--- config.mk ---
export PLATFORM = sky130hd
export DESIGN_NAME = idc_scheduler
export DESIGN_NICKNAME = d
export VERILOG_FILES = /design/src/rtl/idc_scheduler.sv
export SDC_FILE = /design/constraint.sdc
export NUM_CORES = 1
export LEC_CHECK = 0
export CORE_ASPECT_RATIO = 0.75
export CORE_MARGIN = 5
export CORE_UTILIZATION = 40
export CTS_CLUSTER_DIAMETER = 100
export CTS_CLUSTER_SIZE = 10
export DETAILED_ROUTE_END_ITERATION = 10
export GPL_TIMING_DRIVEN = 0
export HOLD_SLACK_MARGIN = 0.12
export PLACE_DENSITY = 0.81
export SLEW_MARGIN = 20
export SYNTH_ARGS = -nofsm -noshare
export SYNTH_HDL_FRONTEND = slang
export SYNTH_SLANG_ARGS = --single-unit
--- constraint.sdc ---
create_clock -name clk -period 3.5 [get_ports clk]
set_input_delay 0.875 -clock clk [delete_from_list [all_inputs] [get_ports clk]]
set_output_delay 0.875 -clock clk [all_outputs]
set_load 0.01 [all_outputs]
--- src/rtl/idc_scheduler.sv ---
// Round-robin scheduler sharing one serial ID-checker among NREQ requesters.
// Grants a requester, streams its NDIG digits, waits (with timeout) for the verdict, returns it tagged.
module idc_scheduler #(
    parameter int NREQ    = 4,
    parameter int NDIG    = 10,
    parameter int TIMEOUT = 15
) (
    input  logic                         clk,
    input  logic                         rst_n,
    input  logic [NREQ-1:0]              req,
    input  logic [NREQ*NDIG*6-1:0]       id_bus,
    output logic                         resp_valid,
    output logic [$clog2(NREQ)-1:0]      resp_idx,
    output logic                         resp_legal,
    output logic                         resp_err,
    output logic                         busy,
    output logic                         chk_in_valid,
    output logic [5:0]                   chk_in_id,
    input  logic                         chk_out_valid,
    input  logic                         chk_out_legal
);

    localparam int IDXW = $clog2(NREQ);
    localparam int IDW  = NDIG * 6;
    localparam int DCW  = $clog2(NDIG + 1);

    typedef enum logic [1:0] {IDLE, SEND, WAIT, RESP} state_t;

    state_t            state_reg, state_next;
    logic [IDXW-1:0]   ptr_reg, ptr_next;
    logic [IDXW-1:0]   idx_reg, idx_next;
    logic [DCW-1:0]    dig_cnt_reg, dig_cnt_next;
    logic [7:0]        wait_cnt_reg, wait_cnt_next;
    logic [IDW-1:0]    id_buf_reg, id_buf_next;
    logic              chk_in_valid_next;
    logic [5:0]        chk_in_id_next;
    logic              resp_valid_next, resp_legal_next, resp_err_next, busy_next;
    logic [IDXW-1:0]   resp_idx_next;

    logic [IDW-1:0]    id_slice [NREQ];

    generate
        for (genvar gi = 0; gi < NREQ; gi++) begin : g_slice
            assign id_slice[gi] = id_bus[gi*IDW +: IDW];
        end
    endgenerate

    // Rotate requests so bit 0 is the requester at the pointer; lowest set bit wins.
    logic [NREQ-1:0]   req_rot;
    logic              gnt_found;
    logic [IDXW:0]     gnt_sum;
    logic [IDXW-1:0]   gnt_idx;

    assign req_rot = NREQ'({req, req} >> ptr_reg);

    always_comb begin
        gnt_found = 1'b0;
        gnt_sum   = '0;
        for (int i = NREQ - 1; i >= 0; i--) begin
            if (req_rot[i]) begin
                gnt_found = 1'b1;
                gnt_sum   = (IDXW+1)'(ptr_reg) + (IDXW+1)'(i);
            end
        end
        if (gnt_sum >= (IDXW+1)'(NREQ)) begin
            gnt_sum = gnt_sum - (IDXW+1)'(NREQ);
        end
        gnt_idx = gnt_sum[IDXW-1:0];
    end

    always_comb begin
        state_next        = state_reg;
        ptr_next          = ptr_reg;
        idx_next          = idx_reg;
        dig_cnt_next      = dig_cnt_reg;
        wait_cnt_next     = wait_cnt_reg;
        id_buf_next       = id_buf_reg;
        chk_in_valid_next = 1'b0;
        chk_in_id_next    = '0;
        resp_valid_next   = 1'b0;
        resp_idx_next     = '0;
        resp_legal_next   = 1'b0;
        resp_err_next     = 1'b0;
        case (state_reg)
            IDLE: begin
                if (gnt_found) begin
                    state_next        = SEND;
                    idx_next          = gnt_idx;
                    ptr_next          = (gnt_idx == IDXW'(NREQ - 1)) ? '0 : gnt_idx + IDXW'(1);
                    chk_in_valid_next = 1'b1;
                    chk_in_id_next    = id_slice[gnt_idx][5:0];
                    id_buf_next       = id_slice[gnt_idx] >> 6;
                    dig_cnt_next      = '0;
                end
            end
            SEND: begin
                // Digit 0 already went out on the grant edge.
                if (dig_cnt_reg == DCW'(NDIG - 1)) begin
                    state_next    = WAIT;
                    wait_cnt_next = '0;
                end else begin
                    chk_in_valid_next = 1'b1;
                    chk_in_id_next    = id_buf_reg[5:0];
                    id_buf_next       = id_buf_reg >> 6;
                    dig_cnt_next      = dig_cnt_reg + DCW'(1);
                end
            end
            WAIT: begin
                if (chk_out_valid) begin
                    state_next      = RESP;
                    resp_valid_next = 1'b1;
                    resp_idx_next   = idx_reg;
                    resp_legal_next = chk_out_legal;
                end else if (wait_cnt_reg == 8'(TIMEOUT - 1)) begin
                    state_next      = RESP;
                    resp_valid_next = 1'b1;
                    resp_idx_next   = idx_reg;
                    resp_err_next   = 1'b1;
                end else begin
                    wait_cnt_next = wait_cnt_reg + 8'd1;
                end
            end
            RESP:    state_next = IDLE;
            default: state_next = IDLE;
        endcase
        busy_next = (state_next != IDLE);
    end

    always_ff @(posedge clk or negedge rst_n) begin
        if (!rst_n) begin
            state_reg <= IDLE;
        end else begin
            state_reg <= state_next;
        end
    end

    always_ff @(posedge clk or negedge rst_n) begin
        if (!rst_n) begin
            ptr_reg      <= '0;
            idx_reg      <= '0;
            dig_cnt_reg  <= '0;
            wait_cnt_reg <= '0;
            id_buf_reg   <= '0;
            chk_in_valid <= 1'b0;
            chk_in_id    <= '0;
            resp_valid   <= 1'b0;
            resp_idx     <= '0;
            resp_legal   <= 1'b0;
            resp_err     <= 1'b0;
            busy         <= 1'b0;
        end else begin
            ptr_reg      <= ptr_next;
            idx_reg      <= idx_next;
            dig_cnt_reg  <= dig_cnt_next;
            wait_cnt_reg <= wait_cnt_next;
            id_buf_reg   <= id_buf_next;
            chk_in_valid <= chk_in_valid_next;
            chk_in_id    <= chk_in_id_next;
            resp_valid   <= resp_valid_next;
            resp_idx     <= resp_idx_next;
            resp_legal   <= resp_legal_next;
            resp_err     <= resp_err_next;
            busy         <= busy_next;
        end
    end

endmodule

After elaboration in Yosys (flattened, before gate mapping)
Cells that the tools add are included.
{ "word_totals": {"ff_bits": 91, "elab_cells": 86} }
{ "classes": {"addsub": 7, "order_cmp": 2, "n_eq_ne": 11, "shifts": 1, "n_mux": 44, "bitwise": 1, "reduce_logical": 7} }
{ "op_table": {"columns": ["op", "count"], "rows": [
  ["$mux 60", 4],
  ["$bmux 60 s2", 1],
  ["$pmux 60 s2", 1],
  ["$mux 8", 3],
  ["$mux 2", 9],
  ["$pmux 8 s2", 1],
  ["$mux 1", 13],
  ["$mux 3", 4],
  ["$mux 6", 2],
  ["$pmux 6 s2", 1],
  ["$ne 2x2->1 const B", 5],
  ["$add 8x1->8 const B", 1],
  ["$eq 8x4->1 const B", 1],
  ["$mux 4", 2],
  ["$pmux 2 s4", 1],
  ["$pmux 4 s2", 1],
  ["$shr 8x2->4", 1],
  ["$add 2x2->3 const B", 2],
  ["$eq 2x2->1 const B", 3],
  ["$ge 3x3->1 const B", 2],
  ["$reduce_bool 2->1", 3],
  ["$add 4x1->4 const B", 1],
  ["$eq 4x4->1 const B", 1],
  ["$reduce_and 4->1", 1],
  ["other kinds (9)", 9]
]} }

Longest topological paths before layout
{ "logic_depth": {"ltp_word": 13, "mapped_depth": 9, "mapped_depth_nobuf": 8} }

Worst setup path before layout
OpenSTA, ideal clock, no wires.
{ "synth_path": {"path_kind": "input to register", "startpoint": "input port req[1]", "endpoint": "register id_buf_reg[48]", "setup_ns": 0.122, "arrival_time_ns": 2.275, "setup_slack_ns": 1.103, "cell_stages": 8, "path_cell_list": "or3b_1 -> o221ai_1 -> buf_4 -> buf_6 -> buf_4 -> mux2i_1 -> nand2_1 -> a32o_1"} }
{ "synth_via": {"elab_chain_cells": 13} }
{ "synth_rtl": {"columns": ["item", "line", "source"], "rows": [
  ["from (decl)", "10", "input logic [NREQ-1:0] req,"],
  ["$shr 8x2->4 *", "54", "assign req_rot = NREQ'({req, req} >> ptr_reg);"],
  ["$mux 3 (4 in a row)", "60", "if (req_rot[i]) begin"],
  ["$ge 3x3->1 / $sub 2x1->2 (equally long branches)", "65, 66", null],
  ["$mux 2", "65", "if (gnt_sum >= (IDXW+1)'(NREQ)) begin"],
  ["$not 2->3 (implied by the code)", "92", "id_buf_next = id_slice[gnt_idx] >> 6;"],
  ["$bmux 60 s2", "92", null],
  ["$mux 60 (implied by the code) (2 in a row)", "92", null],
  ["$mux 60", "86", "if (gnt_found) begin"],
  ["$pmux 60 s2", "84", "case (state_reg)"],
  ["to (signal assigned)", "156", "id_buf_reg <= id_buf_next;"],
  ["to (decl)", "34", "logic [IDW-1:0] id_buf_reg, id_buf_next;"]
]} }
Mark *: on every way between the ends. The rest lies on a longest branch, timed or not. The select of a mux whose other input is x is not followed.
A chain may end at the register's enable or synchronous reset.

Worst setup path in the final report
{ "layout_path": {"startpoint": "input port req[3]", "endpoint": "register id_buf_reg[11]"} }
The elaborated chain is that of the path after synthesis.

==> results by group <==
Outcome
  – Status: finished clean

Place
  – Placed cell area: 8408 um2
  – Final Wtd Congestion: 0.8722
  – I/O Buffers: 260
  – HPWL after detailed placement: 15.53 mm
  – Cells after DPL: 979

Floorplanning
  – Row cnt: 37
  – Initial core utilization: 40.72%
  – Core Area: 13660 um2
  – Die ar.: 16390 um2
  – Chip Height: 112.1 um
  – Top Ports: 261
  – Die W: 146.2 um

Timing
  – Final setup viols: 0
  – Slew Viols, Final: 0
  – Clk_skew: 0.01235 ns
  – Final hold vios: 0
  – Worst hold margin: 0.4934 ns
  – Fmax: 0.3037 GHz
  – Slew @ Worst Pin: 1.083 ns
  – RSZ-0062 raised after global routing: no
  – Slew margin rel.: 27.12%
  – Final Cycle Share: 94.08%
  – Post-route minimum period: 3.293 ns

Final layout
  – Finished Layout Cells: 995
  – Fill cell count: 1085
  – Area of the multi-input gates: 3183 um2
  – NumNets Final: 1067
  – Area delta synth->final: 56.27%
  – Antenna diodes: 0
  – Share of cells above drive strength 1: 10.00%
  – Fin area: 8691 um2
  – Number of flip-flops in the largest register: 54
  – Register area: 2127 um2
  – Finished Core Util: 63.64%

Drt
  – ANT nets after route: 0
  – Via density: 5.465
  – First-pass DRT Iterations: 5
  – Detailed-route via count: 5438
  – 1st-iter DRT viols: 332
  – # DRC: 0
  – WL final: 19.00 mm
  – Drt wl/cell: 19.09 um

Worst setup path
  – Maximum fanout along the worst path: 10
  – Endpoint type of the worst setup path: flop
  – Slowest-stage cell, CP: clkdlybuf4s50_1
  – Kind of critical path: input pin to flop
  – Crit path cell chain: clkdlybuf4s50_1 > nor4_1 > nor3_2 > nor2_2 > inv_2 > buf_1 > o22ai_1 > a221oi_1
  – Critical Path Start Type: input pin
  – Critical path data required time: 3.73 ns
  – FF-to-FF Start: ptr_reg[1]
  – FF-to-FF path depth: 5
  – CP max stage delay: 0.58 ns
  – WP buf/inv: 3
  – Arrival @ worst endpoint: 3.53 ns
  – RR Endpoint: id_buf_reg[1]
  – Crit path max-delay family: buffers and inverters
  – R2r setup slk: 0.88 ns

Clocking
  – Resized Gates After CTS: 0
  – Clock buffer depth: 2
  – Clk_lat worst skew: 0.34 ns
  – Total setup buffers inserted after CTS: 0
  – CTS Buf Count: 9
  – Reg clk slew, reported paths: 0.07 ns
  – H-tree levels: 3
  – TritonCTS clock tree: built
  – CTS Sinks: 85
  – Hold_buf cts: 0
  – CTS root buf: clkbuf_16

Global route
  – Antenna violations before repair: 0
  – Vias in the first global route: 5834
  – Global route overflow: 0
  – Gr usage total: 22.32%
  – First-pass GRT wire length: 29.46 mm
  – Pin count of the biggest net entering global routing: 47

Synthesis
  – Sequential share of the synthesized area: 38.25%
  – Post-synthesis cell area: 5562 um2
  – Netlist cell types: 46
  – EDFF count, synth: 0
  – Ys async rst share: 100.0%
  – Top cells by area, synth: dfrtp_1, mux2i_1, mux2_2
  – Yosys warnings: 0
  – Synth Flop Type: dfrtp_1
  – Post-synth top area share: 38.25%
  – Syn Nets: 795
  – Leading area contributor after synthesis: dfrtp_1
  – Cells after Synth: 543
  – Average cell area after synthesis: 10.24 um2
  – #FFs+latches synth: 85

Worst hold path
  – WHS Endpoint: idx_reg[0]
  – HP Class: flop to flop
  – Hold Path Cell Cnt: 2
  – HP Start: idx_reg[0]

Pwr
  – Leak: 3.781 nW
  – Pwr/cell area: 628.3 nW/um2
  – Peak VDD IR: 327.4 uV
  – Power, Total: 5.461 mW

Flow run
  – Total of max-cap violations: 0
worst max path at each step:
stage	start	end	slack, ns	cells after the start
CTS	req[3]	id_buf_reg[8]	0.27	8
global route	req[3]	id_buf_reg[12]	0.02	8
floorplan	req[1]	id_buf_reg[48]	1.10	8
detailed placement	req[3]	id_buf_reg[8]	-0.11	8
global placement	rst_n	id_buf_reg[49]	-1.37	1
finish	req[3]	id_buf_reg[11]	0.21	8
worst reg2reg max path: cells and delay by family (launching register included):
kind                   cells  cell delay, ns
AND/OR/NAND/NOR            3            1.31
flip-flops                 1            0.45
AO/OA/AOI/OAI              1            0.42
buffers and inverters      1            0.30
layout by cell type (no fill, tap or decap), types with 13 or more instances in the layout:
cell type and count:
clkbuf_1 16, clkdlybuf4s50_1 259, dfrtp_1 85, mux2_2 28, mux2i_1 121, nand2_1 72
nand3_1 36, nor2_1 20, o211ai_1 27, o22ai_1 13
synth_stat cells, types with 5 or more instances:
library cell	n
a221oi_1	11
a32o_1	12
buf_1	6
buf_2	6
buf_4	9
buf_6	5
clkbuf_1	16
dfrtp_1	85
mux2_2	28
mux2_4	6
mux2i_1	121
nand2_1	72
nand3_1	36
nor2_1	20
o211ai_1	27
o211ai_2	6
o21ai_0	6
o221ai_1	5
o22ai_1	13
xor2_1	5
where the power goes:
group,internal (mW),leakage (nW),total (mW),switching (mW)
Combinational,1.42,2.56,2.88,1.46
Clock,0.506,0.140,0.918,0.412
Sequential,1.38,1.08,1.67,0.286
area by class of cell:
cell class / count / area share (%)
multi-input combinational: 412 / 36.63
timing repair buffer: 261 / 30.23
sequential: 85 / 24.47
clock buffer: 10 / 2.750
buffer: 42 / 2.721
tap: 175 / 2.519
clock inverter: 6 / 0.5039
inverter: 4 / 0.1728
logic make-up after synthesis:
group | synth area share, %
fa+ha+maj | 0.8999
xor+xnor | 1.417
simple gates | 12.69
mux | 29.07
flops | 38.25
buf+inv | 4.522
compound gates | 13.16
per-layer routing:
layer	part of all wire, %	wire (um)	track usage [%]	vias up
met3	7.9	1497	4.762	22
met1	42	7925	28.97	2609
met5	0	0	0	-
li1	-	-	-	2574
met4	1.5	284	5.576	0
met2	49	9287	38.22	233
metrics by stage:
stage	setup TNS, ns	setup slack, ns
finish	0	0.2073
global route	0	0.01910
CTS	0	0.2711
detailed placement	-0.3881	-0.1065
global placement	-116.13	-1.370
floorplan	0	1.103
(Power assumes the default switching activity.)
